### src/rtl/speed_pulse_mt_counter_module_pkg.sv
// -----------------------------------------------------------------------------
// speed_pulse_mt_counter_module_pkg
// Shared definitions for the M/T speed-pulse counter:
//   - interface widths (26-bit time/dividend, 8-bit edge count, 3-bit Hall)
//   - FSM state encoding
//   - Hall forward-sequence table (1-3-2-6-4-5-1) and its inverse
//   - default dividend scale and the M1 * scale helper
// -----------------------------------------------------------------------------
package speed_pulse_mt_counter_module_pkg;

    localparam int CNT_W  = 26;
    localparam int M1_W   = 8;
    localparam int HALL_W = 3;

    localparam int DEFAULT_DIVIDEND_SCALE = 390625;

    typedef enum logic [1:0] {
        ST_IDLE,
        ST_MEASURE,
        ST_WAIT_EDGE,
        ST_OUTPUT
    } mt_state_t;

    // Next code when rotating forward.
    function automatic logic [HALL_W-1:0] hall_fwd_next(input logic [HALL_W-1:0] code);
        case (code)
            3'd1:    return 3'd3;
            3'd3:    return 3'd2;
            3'd2:    return 3'd6;
            3'd6:    return 3'd4;
            3'd4:    return 3'd5;
            3'd5:    return 3'd1;
            default: return 3'd0;
        endcase
    endfunction

    // Next code when rotating in reverse.
    function automatic logic [HALL_W-1:0] hall_fwd_prev(input logic [HALL_W-1:0] code);
        case (code)
            3'd1:    return 3'd5;
            3'd3:    return 3'd1;
            3'd2:    return 3'd3;
            3'd6:    return 3'd2;
            3'd4:    return 3'd6;
            3'd5:    return 3'd4;
            default: return 3'd0;
        endcase
    endfunction

    function automatic logic hall_is_legal(input logic [HALL_W-1:0] code);
        return (code != 3'b000) && (code != 3'b111);
    endfunction

    // M1 never exceeds M1_MAX, so the truncated 26-bit product never wraps.
    function automatic logic [CNT_W-1:0] scale_dividend(input logic [M1_W-1:0] m1,
                                                        input logic [CNT_W-1:0] scale);
        return CNT_W'(m1) * scale;
    endfunction

endpackage

### src/rtl/speed_pulse_mt_counter_module_hall_decoder.sv
// -----------------------------------------------------------------------------
// hall_edge_direction_decoder
// Synchronizes the raw Hall inputs, tracks the last legal code and derives
// the per-edge strobes used by the M/T counter.
// Ports:
//   clk            in   1  system clock
//   reset          in   1  synchronous, active-high reset
//   hall_raw       in   3  raw Hall {C,B,A}, asynchronous to clk
//   edge_strobe    out  1  new legal code differing from the last legal code
//   reverse_strobe out  1  edge that is a single step against 'direction'
//   direction      out  1  0 = forward, 1 = reverse (registered)
//   fault          out  1  one-cycle pulse on entering an illegal code
// -----------------------------------------------------------------------------
module hall_edge_direction_decoder
    import speed_pulse_mt_counter_module_pkg::*;
#(
    parameter int SYNC_STAGES = 2
) (
    input  logic              clk,
    input  logic              reset,
    input  logic [HALL_W-1:0] hall_raw,
    output logic              edge_strobe,
    output logic              reverse_strobe,
    output logic              direction,
    output logic              fault
);

    logic [HALL_W-1:0] sync_q [SYNC_STAGES];
    logic [HALL_W-1:0] hall_s;
    logic [HALL_W-1:0] hall_prev;
    logic [HALL_W-1:0] last_code;

    logic code_legal;
    logic code_change;
    logic step_fwd;
    logic step_rev;

    assign hall_s = sync_q[SYNC_STAGES-1];

    always_comb begin
        code_legal     = hall_is_legal(hall_s);
        // With no legal code remembered yet (after reset) the first legal
        // sample only seeds last_code; it is not an edge.
        code_change    = code_legal && (last_code != '0) && (hall_s != last_code);
        step_fwd       = code_change && (hall_s == hall_fwd_next(last_code));
        step_rev       = code_change && (hall_s == hall_fwd_prev(last_code));
        edge_strobe    = code_change;
        reverse_strobe = (step_fwd && direction) || (step_rev && !direction);
    end

    // NOTE: state registers use non-blocking assignments so every flop
    // samples the pre-edge value of its neighbours, which is what makes the
    // synchronizer chain shift by exactly one stage per clock.
    always_ff @(posedge clk) begin
        if (reset) begin
            // NOTE: the synchronizer chain is cleared as well; leaving it
            // unreset would let a pre-reset Hall code reach the edge logic
            // after release and look like a fresh edge.
            for (int i = 0; i < SYNC_STAGES; i++) begin
                sync_q[i] <= '0;
            end
            hall_prev <= '0;
            last_code <= '0;
            direction <= 1'b0;
            fault     <= 1'b0;
        end else begin
            sync_q[0] <= hall_raw;
            for (int i = 1; i < SYNC_STAGES; i++) begin
                sync_q[i] <= sync_q[i-1];
            end
            hall_prev <= hall_s;
            if (code_legal) begin
                last_code <= hall_s;
            end
            // Non-adjacent jumps leave the direction alone.
            if (step_fwd) begin
                direction <= 1'b0;
            end else if (step_rev) begin
                direction <= 1'b1;
            end
            // Pulse once when the input moves into an illegal code, not for
            // every cycle it stays there.
            fault <= !code_legal && (hall_s != hall_prev);
        end
    end

endmodule

### src/rtl/speed_pulse_mt_counter_module.sv
// -----------------------------------------------------------------------------
// speed_pulse_mt_counter_module
// Producer side of the M/T speed measurement: counts Hall edges (M1) and
// sys_clk cycles (M2) over a gated window and hands M2, M1*DIVIDEND_SCALE and
// the rotation direction to the speed calculation stage with a valid strobe.
// Ports:
//   sys_clk                         in   1   system clock
//   reset                           in   1   synchronous, active-high reset
//   hall_in                         in   3   raw Hall {C,B,A}
//   speed_pluse_time_cnt_out        out  26  M2 of the last closed window
//   speed_pluse_count_dividend_out  out  26  M1 * DIVIDEND_SCALE
//   speed_cnt_valid_out             out  1   one-cycle strobe, data valid with it
//   rotation_direction_out          out  1   0 = forward, 1 = reverse
//   hall_fault_out                  out  1   one-cycle strobe on code 000/111
// -----------------------------------------------------------------------------
module speed_pulse_mt_counter_module
    import speed_pulse_mt_counter_module_pkg::*;
#(
    parameter int GATE_CYCLES    = 2_500_000,
    parameter int TIMEOUT_CYCLES = 50_000_000,
    parameter int DIVIDEND_SCALE = DEFAULT_DIVIDEND_SCALE,
    parameter int M1_MAX         = 171,
    parameter int SYNC_STAGES    = 2
) (
    input  logic              sys_clk,
    input  logic              reset,
    input  logic [HALL_W-1:0] hall_in,
    output logic [CNT_W-1:0]  speed_pluse_time_cnt_out,
    output logic [CNT_W-1:0]  speed_pluse_count_dividend_out,
    output logic              speed_cnt_valid_out,
    output logic              rotation_direction_out,
    output logic              hall_fault_out
);

    localparam logic [CNT_W-1:0] GATE_C    = CNT_W'(GATE_CYCLES);
    localparam logic [CNT_W-1:0] TIMEOUT_C = CNT_W'(TIMEOUT_CYCLES);
    localparam logic [CNT_W-1:0] SCALE_C   = CNT_W'(DIVIDEND_SCALE);
    localparam logic [M1_W-1:0]  M1_MAX_C  = M1_W'(M1_MAX);
    localparam logic [CNT_W-1:0] M2_ONE    = CNT_W'(1);
    localparam logic [M1_W-1:0]  M1_ONE    = M1_W'(1);

    logic edge_strobe;
    logic reverse_strobe;

    hall_edge_direction_decoder #(
        .SYNC_STAGES (SYNC_STAGES)
    ) u_hall_decoder (
        .clk            (sys_clk),
        .reset          (reset),
        .hall_raw       (hall_in),
        .edge_strobe    (edge_strobe),
        .reverse_strobe (reverse_strobe),
        .direction      (rotation_direction_out),
        .fault          (hall_fault_out)
    );

    mt_state_t        state, state_next;
    logic [M1_W-1:0]  m1, m1_next, m1_inc;
    logic [CNT_W-1:0] m2, m2_next;
    logic [M1_W-1:0]  cap_m1, cap_m1_next;
    logic [CNT_W-1:0] cap_m2, cap_m2_next;
    logic             timed_out, timed_out_next;
    logic             counting;

    // M2 is loaded with 1 on the cycle after the opening edge, so on any later
    // cycle it equals the distance in cycles from the opening edge.
    always_comb begin
        // NOTE: every signal driven here gets a default first; any path that
        // skipped an assignment would otherwise infer a latch.
        state_next     = state;
        m1_next        = m1;
        m2_next        = m2;
        cap_m1_next    = cap_m1;
        cap_m2_next    = cap_m2;
        timed_out_next = timed_out;
        m1_inc         = m1 + M1_ONE;

        // The OUTPUT cycle that follows a normal close already belongs to the
        // next (contiguous) window, so counting carries on through it. After
        // a timeout there is no window and OUTPUT behaves like IDLE.
        counting = (state == ST_MEASURE) || (state == ST_WAIT_EDGE) ||
                   ((state == ST_OUTPUT) && !timed_out);

        if (!counting) begin
            timed_out_next = 1'b0;
            state_next     = ST_IDLE;
            if (edge_strobe) begin
                state_next = ST_MEASURE;
                m1_next    = '0;
                m2_next    = M2_ONE;
            end
        end else begin
            m2_next    = m2 + M2_ONE;
            state_next = (m2 >= GATE_C) ? ST_WAIT_EDGE : ST_MEASURE;
            if (edge_strobe && reverse_strobe) begin
                // Reversal: discard the window and reopen at this edge.
                state_next = ST_MEASURE;
                m1_next    = '0;
                m2_next    = M2_ONE;
            end else if (edge_strobe) begin
                if ((m2 >= GATE_C) || (m1_inc == M1_MAX_C)) begin
                    cap_m2_next = m2;
                    cap_m1_next = m1_inc;
                    m1_next     = '0;
                    m2_next     = M2_ONE;
                    state_next  = ST_OUTPUT;
                end else begin
                    m1_next = m1_inc;
                end
            end else if (m2 >= TIMEOUT_C) begin
                // Edge has priority above, so this only fires on a quiet cycle.
                cap_m2_next    = TIMEOUT_C;
                cap_m1_next    = '0;
                m1_next        = '0;
                m2_next        = '0;
                timed_out_next = 1'b1;
                state_next     = ST_OUTPUT;
            end
        end
    end

    always_ff @(posedge sys_clk) begin
        if (reset) begin
            state     <= ST_IDLE;
            m1        <= '0;
            m2        <= '0;
            cap_m1    <= '0;
            cap_m2    <= '0;
            timed_out <= 1'b0;
        end else begin
            state     <= state_next;
            m1        <= m1_next;
            m2        <= m2_next;
            cap_m1    <= cap_m1_next;
            cap_m2    <= cap_m2_next;
            timed_out <= timed_out_next;
        end
    end

    // Output stage: loaded during the OUTPUT cycle, so valid lands two cycles
    // after the closing edge and the data holds until the next valid.
    always_ff @(posedge sys_clk) begin
        if (reset) begin
            speed_pluse_time_cnt_out       <= '0;
            speed_pluse_count_dividend_out <= '0;
            speed_cnt_valid_out            <= 1'b0;
        end else begin
            speed_cnt_valid_out <= (state == ST_OUTPUT);
            if (state == ST_OUTPUT) begin
                speed_pluse_time_cnt_out       <= cap_m2;
                speed_pluse_count_dividend_out <= scale_dividend(cap_m1, SCALE_C);
            end
        end
    end

endmodule

### config.mk
export PLATFORM = sky130hd
export DESIGN_NAME = speed_pulse_mt_counter_module
export DESIGN_NICKNAME = d
export VERILOG_FILES = /design/src/rtl/speed_pulse_mt_counter_module_pkg.sv /design/src/rtl/speed_pulse_mt_counter_module_hall_decoder.sv /design/src/rtl/speed_pulse_mt_counter_module.sv
export SDC_FILE = /design/constraint.sdc
export NUM_CORES = 1
export LEC_CHECK = 0
export ABC_AREA = 0
export ABC_CLOCK_PERIOD_IN_PS = 6200
export BUFFER_PORTS_ARGS = -buffer_cell sky130_fd_sc_hd__buf_4
export CORE_ASPECT_RATIO = 0.6
export CORE_MARGIN = 2
export CORE_UTILIZATION = 55
export CTS_BUF_LIST = sky130_fd_sc_hd__clkbuf_4 sky130_fd_sc_hd__clkbuf_8 sky130_fd_sc_hd__clkbuf_16
export DETAILED_ROUTE_END_ITERATION = 6
export HOLD_SLACK_MARGIN = 0.15
export PLACE_DENSITY = 0.74
export SLEW_MARGIN = 15
export SYNTH_ARGS = -nofsm -noshare
export SYNTH_HDL_FRONTEND = slang
export SYNTH_SLANG_ARGS = --single-unit
### constraint.sdc
create_clock -name sys_clk -period 6.2 [get_ports sys_clk]
set_clock_uncertainty 0.2 [all_clocks]
set_input_delay 0.62 -clock sys_clk [delete_from_list [all_inputs] [get_ports sys_clk]]
set_output_delay 0.62 -clock sys_clk [all_outputs]
set_load 0.02 [all_outputs]
Word-level counts from Yosys, hierarchy flattened
Memory sizes are Yosys's and may differ from the RTL's.
Cells that the tools add are included.

cells by class
  add/subtract/negate cells = 2
  multipliers = 1
  order comparisons = 2
  equal/unequal tests = 16
  multiplexer cells = 31
  bitwise logic cells = 5
  reductions and logical operators = 27

operators with widths
  cell                   number
  $mux 26                9
  $mux 8                 8
  $pmux 3 s6             2
  $add 26x1->26 const B  1
  $ge 26x22->1 const B   1
  $ge 26x26->1 const B   1
  $mul 8x19->26 const B  1
  $mux 2                 6
  $logic_and 1x1->1      10
  $eq 3x3->1 const B     3
  $reduce_bool 3->1      3
  $add 8x1->8 const B    1
  $eq 8x8->1 const B     1
  $eq 3x2->1 const B     2
  $eq 3x3->1             2
  $mux 3                 2
  $ne 3x3->1             2
  $eq 2x2->1 const B     2
  $logic_or 1x1->1       4
  $mux 1                 4
  $reduce_and 4->1       1
  $reduce_bool 2->1      2
  $reduce_or 2->1        2
  $eq 3x1->1 const B     1
  8 further kinds        13

word-level totals
  register bits after elaboration = 132
  bits in writable memories = 6
  bits of input ports = 5
  output and inout bits = 55
  word-level logic and storage cells = 98
  memories kept = 1

memory list
  memory                 words  bits a word  read ports  clocked after Yosys merged registers in  wr ports  line                                              source
  u_hall_decoder.sync_q  2      3            2           0                                        2         speed_pulse_mt_counter_module_hall_decoder.sv:28  logic [HALL_W-1:0] sync_q [SYNC_STAGES];

Depth between registers and ports, before layout
Gate-level depths: netlist of the first run.
An unclocked memory read counts as a cell.

  depth after elaboration = 11
  mapped depth = 17

Modules after synthesis
From an unflattened synthesis of the first run, not the netlist that was laid out.

second synthesis, totals
  cells, all modules = 953
  area, all modules = 8,336.7 um^2

by module, submodules not included
  module                         instances  cells each  area each (um^2)  sequential area each (um^2)
  speed_pulse_mt_counter_module  1          876         7,662.3           2,482.4
  hall_edge_direction_decoder    1          77          674.4             280.3

Least setup slack after synthesis of the first run
OpenSTA, ideal clock, no wires.

  path type = flip-flop to flip-flop
  start = register cap_m1[5]
  end = register speed_pluse_count_dividend_out[18]
  library setup time = 0.063 ns
  arrival time = 4.242 ns
  required time = 5.937 ns
  path slack = 1.696 ns
  stages on the path, launching flop included = 15
  buffers on the path = 0
  cell sequence = dfxtp_1 fa_1 inv_1 fa_1 fa_1 fa_1 inv_1 ha_1 o21ai_0 nand2b_1 a31o_2 a31oi_1 nor2_1 or4_1 nand3_1

on the way
  cells in the longest elaborated chain, start to end = 1

ends and longest elaborated chain
  item                    line                                     source
  start, declared         speed_pulse_mt_counter_module.sv:60      logic [M1_W-1:0] cap_m1, cap_m1_next;
  start signal, assigned  speed_pulse_mt_counter_module.sv:134     cap_m1 <= cap_m1_next;
  $mul 8x19->26           speed_pulse_mt_counter_module_pkg.sv:57  return CNT_W'(m1) * scale;
  end signal, assigned    speed_pulse_mt_counter_module.sv:151     speed_pluse_count_dividend_out <= scale_dividend(cap_m1, SCALE_C);
  end, declared           speed_pulse_mt_counter_module.sv:29      output logic [CNT_W-1:0] speed_pluse_count_dividend_out,

Every way passes these cells.
A chain may end at the register's enable or synchronous reset.

Worst setup path after layout of the first run
  start = register cap_m1[6]
  end = register speed_pluse_count_dividend_out[25]

Same word-level chain as after synthesis.

==> reports/metrics.yaml, run 1 <==
routing:
  dr.pass1.iters: 5
  drt-initial-drc-count: 555
  detail-route-antenna-nets: 0
  drc: 0
  avgRoutedWirePerCell_um: 17.5
  wl_um: 20900
  num_vias: 7026
  via_per_inst: 5.89
placement:
  gp_congestion: 0.946
  dp_hpwl_um: 14700
  place_area_um2: 8910
  io_buffers: 59
clock_network:
  hold_buffers: 0
  cts_resized: 0
  root_buffer: "clkbuf_16"
  cts_setup_buffers: 0
  insertion_delay_ns: 0.43
  clk_pin_slew_ns: 0.07
  cts_tree: "built"
  h-tree-depth: 4
  cts_buffer_depth: 2
  cts_buffers: 17
  cts_sinks: 138
synthesis:
  avgSynthCellArea_um2: 8.79
  synth_seq_cells: 138
  synthFlopType: "dfxtp_1"
  yosysWarnings: 0
  yosysUniqueCellTypes: 72
  synth-edff-count: 0
  yosysSeqAreaShare_pct: 32.8
  syn-instance-count: 958
  synth.net_count: 1056
  synth-async-reset-ratio_pct: 0
  syn_area_um2: 8420
global_routing:
  grt_pass1_wl_um: 34700
  antenna_found_initial: 0
  grt.busiest_layer: "met1"
  grt_max_degree: 89
  grt.overflow.total: 0
  grt_util_all_layers_pct: 26.9
  gr-usage-met1_pct: 43.8
  met3_usage_pct: 6.24
  met2_usage_pct: 34.8
  grt_pass1_vias: 6475
outcome:
  status: "finished, final reports clean"
min_path:
  holdPathEnd: "u_hall_decoder.sync_q[0][2]$_SDFF_PP0_"
  min_path_cells: 2
  holdCritStartpoint: "hall_in[2]"
  hold_class: "primary input to flip-flop"
final_layout:
  drive_gt1_share_pct: 12.8
  final_cell_area_um2: 9500
  final_util_pct: 64.6
  n_antenna_cell: 0
  area_growth_pct: 12.9
  layout_common_cells: "138 x dfxtp_1, 97 x inv_1, 86 x nor2_1, 68 x buf_4, 66 x nand3_1"
  final_nets: 1080
  mostFrequentLayoutCell: "dfxtp_1"
sta:
  finalCritPeriodShare_pct: 79.9
  tns_ns: 0
  timing.final.crit_period_ns: 4.95
  rsz0062_at_grt: "no"
  fmax_mhz: 202
  final-max-slew-violation-count: 0
  slew_headroom_pct: 26.6
  setup_viol: 0
  finalHoldViolCount: 0
  tightest_slew_ns: 1.09
floorplanning:
  core_um2: 14700
  fp.dieW_um: 164
  io_pins: 60
  initial_core_util_pct: 57.2
  die_h_um: 99.8
  rows: 34
  die_area_um2: 16300
pwr:
  power_density_nw_per_um2: 209
  vdd_ir_drop_max_mv: 0.144
  power_leakage_nw: 3.91
  power_mw: 1.99
setup_path:
  start_kind: "flip-flop"
  crit_top_cell: "fa_1"
  cpMaxStageDelayCell: "fa_1"
  worstPathRequired_ns: 6.34
  arrival_ns: 5.09
  reg2reg_depth: 14
  worstReg2RegStart: "cap_m1[6]$_SDFFE_PP0P_"
  crit_path_max_fanout: 7
  path_cells: "fa_1, inv_1, fa_1, fa_1, fa_1, inv_1, ha_1, and3_1, a21oi_1, nand3_1, a311oi_1, o41a_1, xnor2_1, a211oi_1"
  crit_family: "adder cells"
  end_kind: "flip-flop"
  max_stage_delay_ns: 0.65
  r2r_setup_slack_ns: 1.25
  crit_type: "flip-flop to flip-flop"
  reg2reg_to: "speed_pluse_count_dividend_out[25]$_SDFFE_PP0P_"
  worst-path-buf-inv: 2
job:
  cap_viol_max_count: 0
-- metrics by stage --
step	hold WS, ns	cells	setup slack (ns)
6_report	0.207	1193	1.25
5_1_grt	0.206	1193	1.04
4_1_cts	0.200	1193	1.28
3_5_place_dp	0.225	1161	1.32
3_3_place_gp	0.217	1161	1.40
2_1_floorplan	0.214	958	1.70
-- metal layers --
metal	vias to the layer above	wire [µm]
met3	19	1960
met2	309	7830
li1	3407	-
met1	3291	10900
met4	0	207
met5	-	0
-- kinds of logic after synthesis --
family | after synthesis | share of synthesized area (%)
AND/OR/NAND/NOR | 313 | 18.7
AO/OA/AOI/OAI | 183 | 15.5
buffers and inverters | 160 | 7.55
flip-flops | 138 | 32.8
adder cells (fa/ha/maj) | 93 | 17.4
multiplexers | 46 | 5.47
XOR/XNOR | 25 | 2.60
-- worst max path at each step --
stage	depth (start not counted)	endpoint	slack (ns)	startpoint
after floorplan	14	speed_pluse_count_dividend_out[18]$_SDFFE_PP0P_	1.70	cap_m1[5]$_SDFFE_PP0P_
after global placement	14	speed_pluse_count_dividend_out[25]$_SDFFE_PP0P_	1.40	cap_m1[6]$_SDFFE_PP0P_
after detailed placement	14	speed_pluse_count_dividend_out[25]$_SDFFE_PP0P_	1.32	cap_m1[6]$_SDFFE_PP0P_
after CTS	14	speed_pluse_count_dividend_out[25]$_SDFFE_PP0P_	1.28	cap_m1[6]$_SDFFE_PP0P_
after global routing	14	speed_pluse_count_dividend_out[25]$_SDFFE_PP0P_	1.04	cap_m1[6]$_SDFFE_PP0P_
final	14	speed_pluse_count_dividend_out[25]$_SDFFE_PP0P_	1.25	cap_m1[6]$_SDFFE_PP0P_
-- area by class of cell --
type | instances | area (µm²)
multi-input combinational | 660 | 5030
tap | 198 | 248
clock buffer | 22 | 475
sequential | 138 | 2760
inverter | 97 | 364
clock inverter | 10 | 116
fill | 1301 | 5220
timing repair buffer | 68 | 510
-- Yosys cell counts, types with 9 or more instances --
cell      count  share of area, %
mux2i_1      46               5.5
inv_1        97               4.3
dfxtp_1     138                33
a21oi_1      44               2.6
nand2_1      57               2.5
clkbuf_1     29               1.3
nor3_1       19               1.1
xnor2_1      20               2.1
nand3_1      66               3.9
and3_1        9              0.67
nand4_1      11              0.82
o221a_2      13               1.7
buf_1        12              0.54
a31oi_1       9              0.67
ha_1         53               7.9
o211ai_1      9              0.80
buf_2        19               1.1
fa_1         40               9.5
a21o_1       10              0.89
nor2_1       86               3.8
o21ai_0      25               1.5
nor2b_1      14               1.0
-- registers in the layout, summed over array words and instances, names as in the netlist, 2 cells and up --
| name | flops |
|---|---|
| u_hall_decoder.sync_q | 6 |
| m2 | 26 |
| m1 | 8 |
| u_hall_decoder.hall_prev | 3 |
| cap_m2 | 26 |
| u_hall_decoder.last_code | 3 |
| speed_pluse_count_dividend_out | 26 |
| cap_m1 | 8 |
| state | 2 |
| speed_pluse_time_cnt_out | 26 |
-- where the power goes --
group	switching [mW]	internal [mW]	leakage [nW]
registers	0.00784	0.891	1.11
clock network	0.407	0.628	0.291
logic	0.0378	0.0158	2.50
total	0.453	1.53	3.91
-- worst reg2reg max path, delay by kind of cell, from the launching register on --
kind | cells | cell delay (ns)
simple gates | 2 | 0.37
compound gates | 4 | 1.08
buf+inv | 2 | 0.17
xor+xnor | 1 | 0.08
flops | 1 | 0.40
fa+ha+maj | 5 | 2.57
Power figures use the tool's default switching activity.
==> run 2: changes to the inputs <==
--- a/config.mk
+++ b/config.mk
@@ -6,7 +6,7 @@
 export NUM_CORES = 1
 export LEC_CHECK = 0
 export ABC_AREA = 0
-export ABC_CLOCK_PERIOD_IN_PS = 6200
+export ABC_CLOCK_PERIOD_IN_PS = 4900
 export BUFFER_PORTS_ARGS = -buffer_cell sky130_fd_sc_hd__buf_4
 export CORE_ASPECT_RATIO = 0.6
 export CORE_MARGIN = 2
==> constraint.sdc (replaced) <==
create_clock -name sys_clk -period 4.9 [get_ports sys_clk]
set_clock_uncertainty 0.2 [all_clocks]
set_input_delay 0.49 -clock sys_clk [delete_from_list [all_inputs] [get_ports sys_clk]]
set_output_delay 0.49 -clock sys_clk [all_outputs]
set_load 0.02 [all_outputs]
==> run 2 against run 1 <==
  * Worst setup slack lost 1.0 ns
  * Routed wire length grew 0.32%
  * Non-clock buffer count grew 14
  * Worst hold slack gained 0.029 ns
  * First-iteration DRC count grew 9.9%
  * Core utilization grew 0.93 points
  * Critical path depth is the same
  * Sequential power grew 27%
  * Highest routed layer unchanged
==> reports/metrics.yaml, run 2 (synthesis results as in run 1) <==
outcome:
  status: "finished, final reports clean"
setup_path:
  cpMaxStageDelayCell: "fa_1"
  r2r_setup_slack_ns: 0.23  # -1.02 ns
  crit_path_max_fanout: 6  # -1
  crit_top_cell: "fa_1"
  crit_type: "flip-flop to flip-flop"
  start_kind: "flip-flop"
  path_cells: "fa_2, buf_4, fa_1, inv_1, fa_1, fa_1, inv_1, ha_1, nor3_1, nor2_1, a311oi_2, o41a_1, xnor2_1, a211oi_1"
  worstPathRequired_ns: 5.04  # -1.30 ns
  end_kind: "flip-flop"
  max_stage_delay_ns: 0.55  # -0.10 ns
  arrival_ns: 4.81  # -0.28 ns
  crit_start: "cap_m1[5]$_SDFFE_PP0P_"
  worstReg2RegStart: "cap_m1[5]$_SDFFE_PP0P_"
global_routing:
  grt_max_degree: 89  # unchanged
  grt_util_all_layers_pct: 27.1  # +0.24 points
  grt.overflow.total: 0  # unchanged
  grt_pass1_vias: 6622  # +2.3%
  grt.busiest_layer: "met1"
  grt_pass1_wl_um: 34800  # +0.32%
  met2_usage_pct: 36.9  # +2.1 points
  gr-usage-met1_pct: 42.9  # -0.89 points
  met3_usage_pct: 6.36  # +0.12 points
  antenna_found_initial: 0  # unchanged
floorplanning:
  rows: 34  # unchanged
  io_pins: 60  # unchanged
  fp.dieW_um: 164  # unchanged
  core_um2: 14700  # unchanged
  die_h_um: 99.8  # unchanged
  die_area_um2: 16300  # unchanged
  initial_core_util_pct: 57.2  # unchanged
pwr:
  vdd_ir_drop_max_mv: 0.185  # +28%
  power_density_nw_per_um2: 263  # +26%
  power_leakage_nw: 3.97  # +1.6%
  power_mw: 2.54  # +28%
routing:
  drc: 0  # unchanged
  avgRoutedWirePerCell_um: 17.4  # -0.85%
  wl_um: 21000  # +0.32%
  drt-initial-drc-count: 610  # +9.9%
  detail-route-antenna-nets: 0  # unchanged
  via_per_inst: 5.86  # -0.53%
  dr.pass1.iters: 5  # unchanged
  num_vias: 7071  # +0.64%
sta:
  tightest_slew_ns: 1.11  # +0.0183 ns
  timing.final.crit_period_ns: 4.67  # -0.281 ns
  holdWs_ns: 0.236  # +0.0287 ns
  rsz0062_at_grt: "no"
  final-max-slew-violation-count: 0  # unchanged
  slew_headroom_pct: 25.3  # -1.2 points
  finalCritPeriodShare_pct: 95.4  # +15 points
  finalHoldViolCount: 0  # unchanged
  setup_viol: 0  # unchanged
  fmax_mhz: 214  # +6.0%
  tns_ns: 0  # unchanged
  setup_ws_ns: 0.228  # -1.02 ns
clock_network:
  cts_sinks: 138  # unchanged
  cts_buffers: 17  # unchanged
  cts_buffer_depth: 2  # unchanged
  cts_tree: "built"
  root_buffer: "clkbuf_16"
  insertion_delay_ns: 0.43  # about the same
  clk_pin_slew_ns: 0.07  # about the same
  h-tree-depth: 4  # unchanged
final_layout:
  final_nets: 1094  # +1.3%
  mostFrequentLayoutCell: "dfxtp_1"
  layout_common_cells: "138 x dfxtp_1, 97 x inv_1, 86 x nor2_1, 79 x buf_4, 66 x nand3_1"
  drive_gt1_share_pct: 14.1  # +1.3 points
  area_growth_pct: 14.5
  n_antenna_cell: 0  # unchanged
  nFillCells: 1243  # -4.5%
min_path:
  hold_class: "primary input to flip-flop"
  holdCritStartpoint: "reset"
placement:
  io_buffers: 59  # unchanged
  gp_congestion: 0.958  # +1.3%
  pre_cts_ws_ns: 0.0453  # -1.27 ns
  dp_hpwl_um: 14900  # +1.3%
job:
  cap_viol_max_count: 0  # unchanged
-- run 2: changes by cell type in the layout (fill, tap and decap cells not counted), sizes merged --
cell,delta
buf,+11
inv,+8
clkbuf,-5
clkinv,-4
dlygate4sd3,+3
clkinvlp,+1
-- run 2: per-stage QoR --
step	cell area, µm²	utilization (%)	std cells
floorplan	8420	-	958
global placement	8980	61.0	1171
detailed placement	8980	61.0	1171
CTS	9610	65.3	1206
global route	9640	65.5	1207
finish	9640	65.5	1207
-- run 2: metal layers --
| layer | share of wire, % | vias to the layer above |
|---|---|---|
| met5 | 0 | - |
| met4 | 0.80 | 0 |
| met3 | 8.1 | 20 |
| met2 | 39 | 258 |
| met1 | 52 | 3358 |
| li1 | - | 3435 |
-- run 2: final timing paths --
| path | end | depth (start not counted) |
|---|---|---|
| max | speed_pluse_count_dividend_out[25]$_SDFFE_PP0P_ | 14 |
| min | speed_pluse_time_cnt_out[15]$_SDFFE_PP0P_ | 2 |
| max reg2reg | speed_pluse_count_dividend_out[25]$_SDFFE_PP0P_ | 14 |
| min reg2reg | u_hall_decoder.sync_q[0][5]$_SDFF_PP0_ | 1 |
-- run 2: layout make-up --
| type | count | area [µm²] | area share (%) |
|---|---|---|---|
| multi-input cells | 660 | 5040 | 52.3 |
| flip-flops and latches | 138 | 2760 | 28.7 |
| repair buffers | 82 | 623 | 6.46 |
| clock buffers | 17 | 425 | 4.41 |
| inverters | 97 | 364 | 3.78 |
| well taps | 198 | 248 | 2.57 |
| clock inverters | 15 | 176 | 1.83 |
-- run 2: what timing repair did --
item                                    in CTS  in global routing
hold buffers                                 3                  0
setup buffers                                0                  1
gates resized for setup                      0                  5
endpoints found under the setup margin       0                  8
hold endpoints to repair                     3                  0
-- run 2: report_power, final --
group	total, mW	internal (mW)	switching [mW]
sequential	1.14	1.13	0.00988
combinational	0.0691	0.0215	0.0476
clock	1.33	0.770	0.563
total	2.54	1.92	0.621
-- run 2: critical path: cells and delay by family (launching register included) --
kind            cells  cell delay (ns)
flops               1             0.47
simple gates        2             0.31
fa+ha+maj           5             2.43
xor+xnor            1             0.14
compound gates      3             0.76
buf+inv             3             0.28
==> run 3: changes to the inputs <==
--- a/config.mk
+++ b/config.mk
@@ -18,4 +18,5 @@
 export SLEW_MARGIN = 15
 export SYNTH_ARGS = -nofsm -noshare
 export SYNTH_HDL_FRONTEND = slang
+export SYNTH_HIERARCHICAL = 1
 export SYNTH_SLANG_ARGS = --single-unit
==> run 3 against run 2 <==
  * Via count fell by 3.6%
  * Maximum frequency fell by 1.1%
  * Combinational power fell by 16%
  * Synthesized area fell by 0.97%
  * Highest routed layer unchanged
  * Die area fell by 0.94%
  * Sequential share of layout area rose by 0.34 points
==> reports/metrics.yaml, run 3 <==
clock_network:
  cts_buffers: 17  # unchanged
  cts_buffer_depth: 2  # unchanged
  cts_sinks: 138  # unchanged
  cts_setup_buffers: 0  # unchanged
  clk_pin_slew_ns: 0.07  # about the same
  root_buffer: "clkbuf_16"
  cts_tree: "built"
  h-tree-depth: 4  # unchanged
  insertion_delay_ns: 0.42  # about the same
final_layout:
  final_nets: 1090  # -0.37%
  mostFrequentLayoutCell: "dfxtp_1"
  area_growth_pct: 14.3
  multi_input_area_um2: 5020  # -0.37%
  seq_area_um2: 2760  # unchanged
  layout_common_cells: "138 x dfxtp_1, 101 x nor2_1, 83 x inv_1, 73 x buf_4, 69 x nand2_1"
  drive_gt1_share_pct: 13.9  # -0.14 points
  nFillCells: 1208  # -2.8%
  n_antenna_cell: 0  # unchanged
min_path:
  hold_class: "flip-flop to flip-flop"
  min_path_cells: 1  # -1
sta:
  tightest_slew_ns: 1.09  # -0.0204 ns
  fmax_mhz: 212  # -1.1%
  slew_headroom_pct: 27.3  # +2.0 points
  finalHoldViolCount: 0  # unchanged
  final-max-slew-violation-count: 0  # unchanged
  timing.final.crit_period_ns: 4.72  # +0.0521 ns
  finalCritPeriodShare_pct: 96.4  # +1.1 points
  setup_viol: 0  # unchanged
  setup_ws_ns: 0.176  # -0.0521 ns
synthesis:
  synth.area.top_cells: "dfxtp_1 33%, fa_1 9.6%, ha_1 8.0%, mux2i_1 5.2%, nor2_1 4.5%"
  synth-async-reset-ratio_pct: 0  # unchanged
  synth_seq_cells: 138  # unchanged
  synth.net_count: 1051  # -0.47%
  avgSynthCellArea_um2: 8.75  # -0.45%
  yosysSeqAreaShare_pct: 33.1  # +0.32 points
  yosysWarnings: 6  # +6
  syn-instance-count: 953  # -0.52%
  synth_top_area_share_pct: 33.1  # +0.32 points
  yosys.area.top_type: "dfxtp_1"
  synth_most_common_cell: "dfxtp_1"
  synth_common_cells: "138 x dfxtp_1, 101 x nor2_1, 83 x inv_1"
  synth-edff-count: 0  # unchanged
  syn_area_um2: 8340  # -0.97%
  yosysUniqueCellTypes: 75  # +4.2%
  synthFlopType: "dfxtp_1"
outcome:
  status: "finished, final reports clean"
pwr:
  p_switching_mw: 0.606  # -2.5%
  power_leakage_nw: 3.93  # -0.98%
  seq_power_share_pct: 45.1  # +0.3 points
  power_mw: 2.52  # -0.60%
  power.share.combinational_pct: 2.3  # -0.4 points
  power_density_nw_per_um2: 265  # +0.59%
  p_sw_share_pct: 24.0  # -0.46 points
  p_int_mw: 1.92  # about the same
  vdd_ir_drop_max_mv: 0.240  # +30%
  clock_power_share_pct: 52.6  # about the same
setup_path:
  crit_start: "cap_m1[5]$_SDFFE_PP0P_"
  crit_type: "flip-flop to flip-flop"
  start_kind: "flip-flop"
  reg2reg_depth: 14  # unchanged
  r2r_setup_slack_ns: 0.18  # -0.05 ns
  worstPathRequired_ns: 5.01  # -0.03 ns
  crit_path_max_fanout: 5  # -1
  endpoint: "speed_pluse_count_dividend_out[24]$_SDFFE_PP0P_"
  arrival_ns: 4.83  # +0.02 ns
  worstReg2RegStart: "cap_m1[5]$_SDFFE_PP0P_"
  end_kind: "flip-flop"
  reg2reg_to: "speed_pluse_count_dividend_out[24]$_SDFFE_PP0P_"
global_routing:
  grt_max_degree: 75  # -16%
  grt.overflow.total: 0  # unchanged
  grt_pass1_wl_um: 32000  # -8.1%
  grt_pass1_vias: 6182  # -6.6%
  antenna_found_initial: 0  # unchanged
  grt_util_all_layers_pct: 25.0  # -2.1 points
routing:
  avgRoutedWirePerCell_um: 16.1  # -7.0%
  drc: 0  # unchanged
  num_vias: 6816  # -3.6%
  dr.pass1.iters: 5  # unchanged
  detail-route-antenna-nets: 0  # unchanged
  drt-initial-drc-count: 642  # +5.2%
  wl_um: 19400  # -7.3%
  via_per_inst: 5.67  # -3.3%
placement:
  pre_cts_ws_ns: 0.147  # +0.102 ns
  gp_congestion: 0.926  # -3.3%
  io_buffers: 59  # unchanged
  dp_hpwl_um: 14100  # -5.1%
floorplanning:
  initial_core_util_pct: 57.0  # -0.22 points
  fp.dieW_um: 163  # -0.47%
  core_um2: 14600  # -0.58%
  io_pins: 60  # unchanged
  die_h_um: 99.4  # -0.47%
  rows: 34  # unchanged
  die_area_um2: 16200  # -0.94%
job:
  cap_viol_max_count: 0  # unchanged
## run 3: cell types whose count changed in the layout (fill, tap and decap cells not counted), moves of 8 or more
cell	change
nand3_1	-24
nor2_1	+15
inv_1	-14
a21oi_1	+13
nand2b_1	+13
o221a_2	-13
nand2_1	+12
o21ai_0	+12
nor3_1	+10
nor3_2	+9
a31oi_1	+8
nand4_1	-8
## run 3: critical path, cell delays in order, from the launching register on
cell       delay (ns)
dfxtp_1          0.33
fa_2             0.62
inv_1            0.10
fa_1             0.52
fa_1             0.48
fa_1             0.52
inv_1            0.05
ha_1             0.25
or4_1            0.49
o22ai_1          0.15
buf_4            0.17
o2111ai_2        0.18
o31ai_2          0.30
xor2_1           0.18
o21ai_0          0.08
## run 3: power groups by stage
| stage | Clock (mW) | Sequential, mW | Combinational (mW) |
|---|---|---|---|
| 2_1_floorplan | 0 | 1.16 | 0.0480 |
| 3_3_place_gp | 0 | 1.16 | 0.0551 |
| 3_5_place_dp | 0 | 1.16 | 0.0564 |
| 4_1_cts | 1.35 | 1.14 | 0.0584 |
| 5_1_grt | 1.40 | 1.14 | 0.0649 |
| 6_report | 1.33 | 1.14 | 0.0583 |
## run 3: routing by layer
| metal | track usage (%) | wire length (µm) | up-vias |
|---|---|---|---|
| met3 | 8.55 | 1870 | 11 |
| met1 | 39.0 | 9860 | 3198 |
| met2 | 32.6 | 7590 | 250 |
| li1 | - | - | 3357 |
| met4 | 5.58 | 114 | 0 |
| met5 | 0 | 0 | - |
## run 3: per-stage QoR
step	hold slack, ns	std cells	setup TNS, ns	cell area [µm²]	utilization, %
finish	0.243	1203	0	9530	65.1
floorplan	0.214	953	0	8340	-
global placement	0.216	1168	0	8860	60.6
detailed placement	0.222	1168	0	8870	60.6
CTS	0.238	1203	0	9500	64.9
global route	0.262	1203	-0.0120	9530	65.1
## run 3: cells by family (layout without fill, tap and decap cells)
kind of cell | count (synthesis) | in the layout | share of synthesized area [%]
fa+ha+maj | 93 | 93 | 17.6
xor+xnor | 28 | 28 | 2.94
mux | 43 | 43 | 5.16
flops | 138 | 138 | 33.1
buf+inv | 139 | 191 | 7.04
compound gates | 183 | 183 | 14.4
simple gates | 329 | 329 | 19.8
## run 3: worst min path at each step
stage,from,to,slack [ns]
after global routing,u_hall_decoder/sync_q[0][2]$_SDFF_PP0_,u_hall_decoder/sync_q[0][5]$_SDFF_PP0_,0.26
after floorplan,u_hall_decoder/sync_q[0][0]$_SDFF_PP0_,u_hall_decoder/sync_q[0][3]$_SDFF_PP0_,0.21
after detailed placement,u_hall_decoder/sync_q[0][0]$_SDFF_PP0_,u_hall_decoder/sync_q[0][3]$_SDFF_PP0_,0.22
final,u_hall_decoder/sync_q[0][0]$_SDFF_PP0_,u_hall_decoder/sync_q[0][3]$_SDFF_PP0_,0.24
after CTS,u_hall_decoder/sync_q[0][0]$_SDFF_PP0_,u_hall_decoder/sync_q[0][3]$_SDFF_PP0_,0.24
after global placement,u_hall_decoder/sync_q[0][0]$_SDFF_PP0_,u_hall_decoder/sync_q[0][3]$_SDFF_PP0_,0.22
## run 3: final cells by class
class / count / area share (%)
multi-input combinational: 676 / 52.7
sequential: 138 / 29.0
timing repair buffer: 76 / 6.07
clock buffer: 17 / 4.47
inverter: 83 / 3.27
tap: 198 / 2.60
clock inverter: 15 / 1.88
## run 3: what timing repair did
action	in CTS	in global routing
hold buffers	3	0
endpoints found under the hold margin	3	0
setup endpoints to repair	0	4
gates resized for setup	0	6
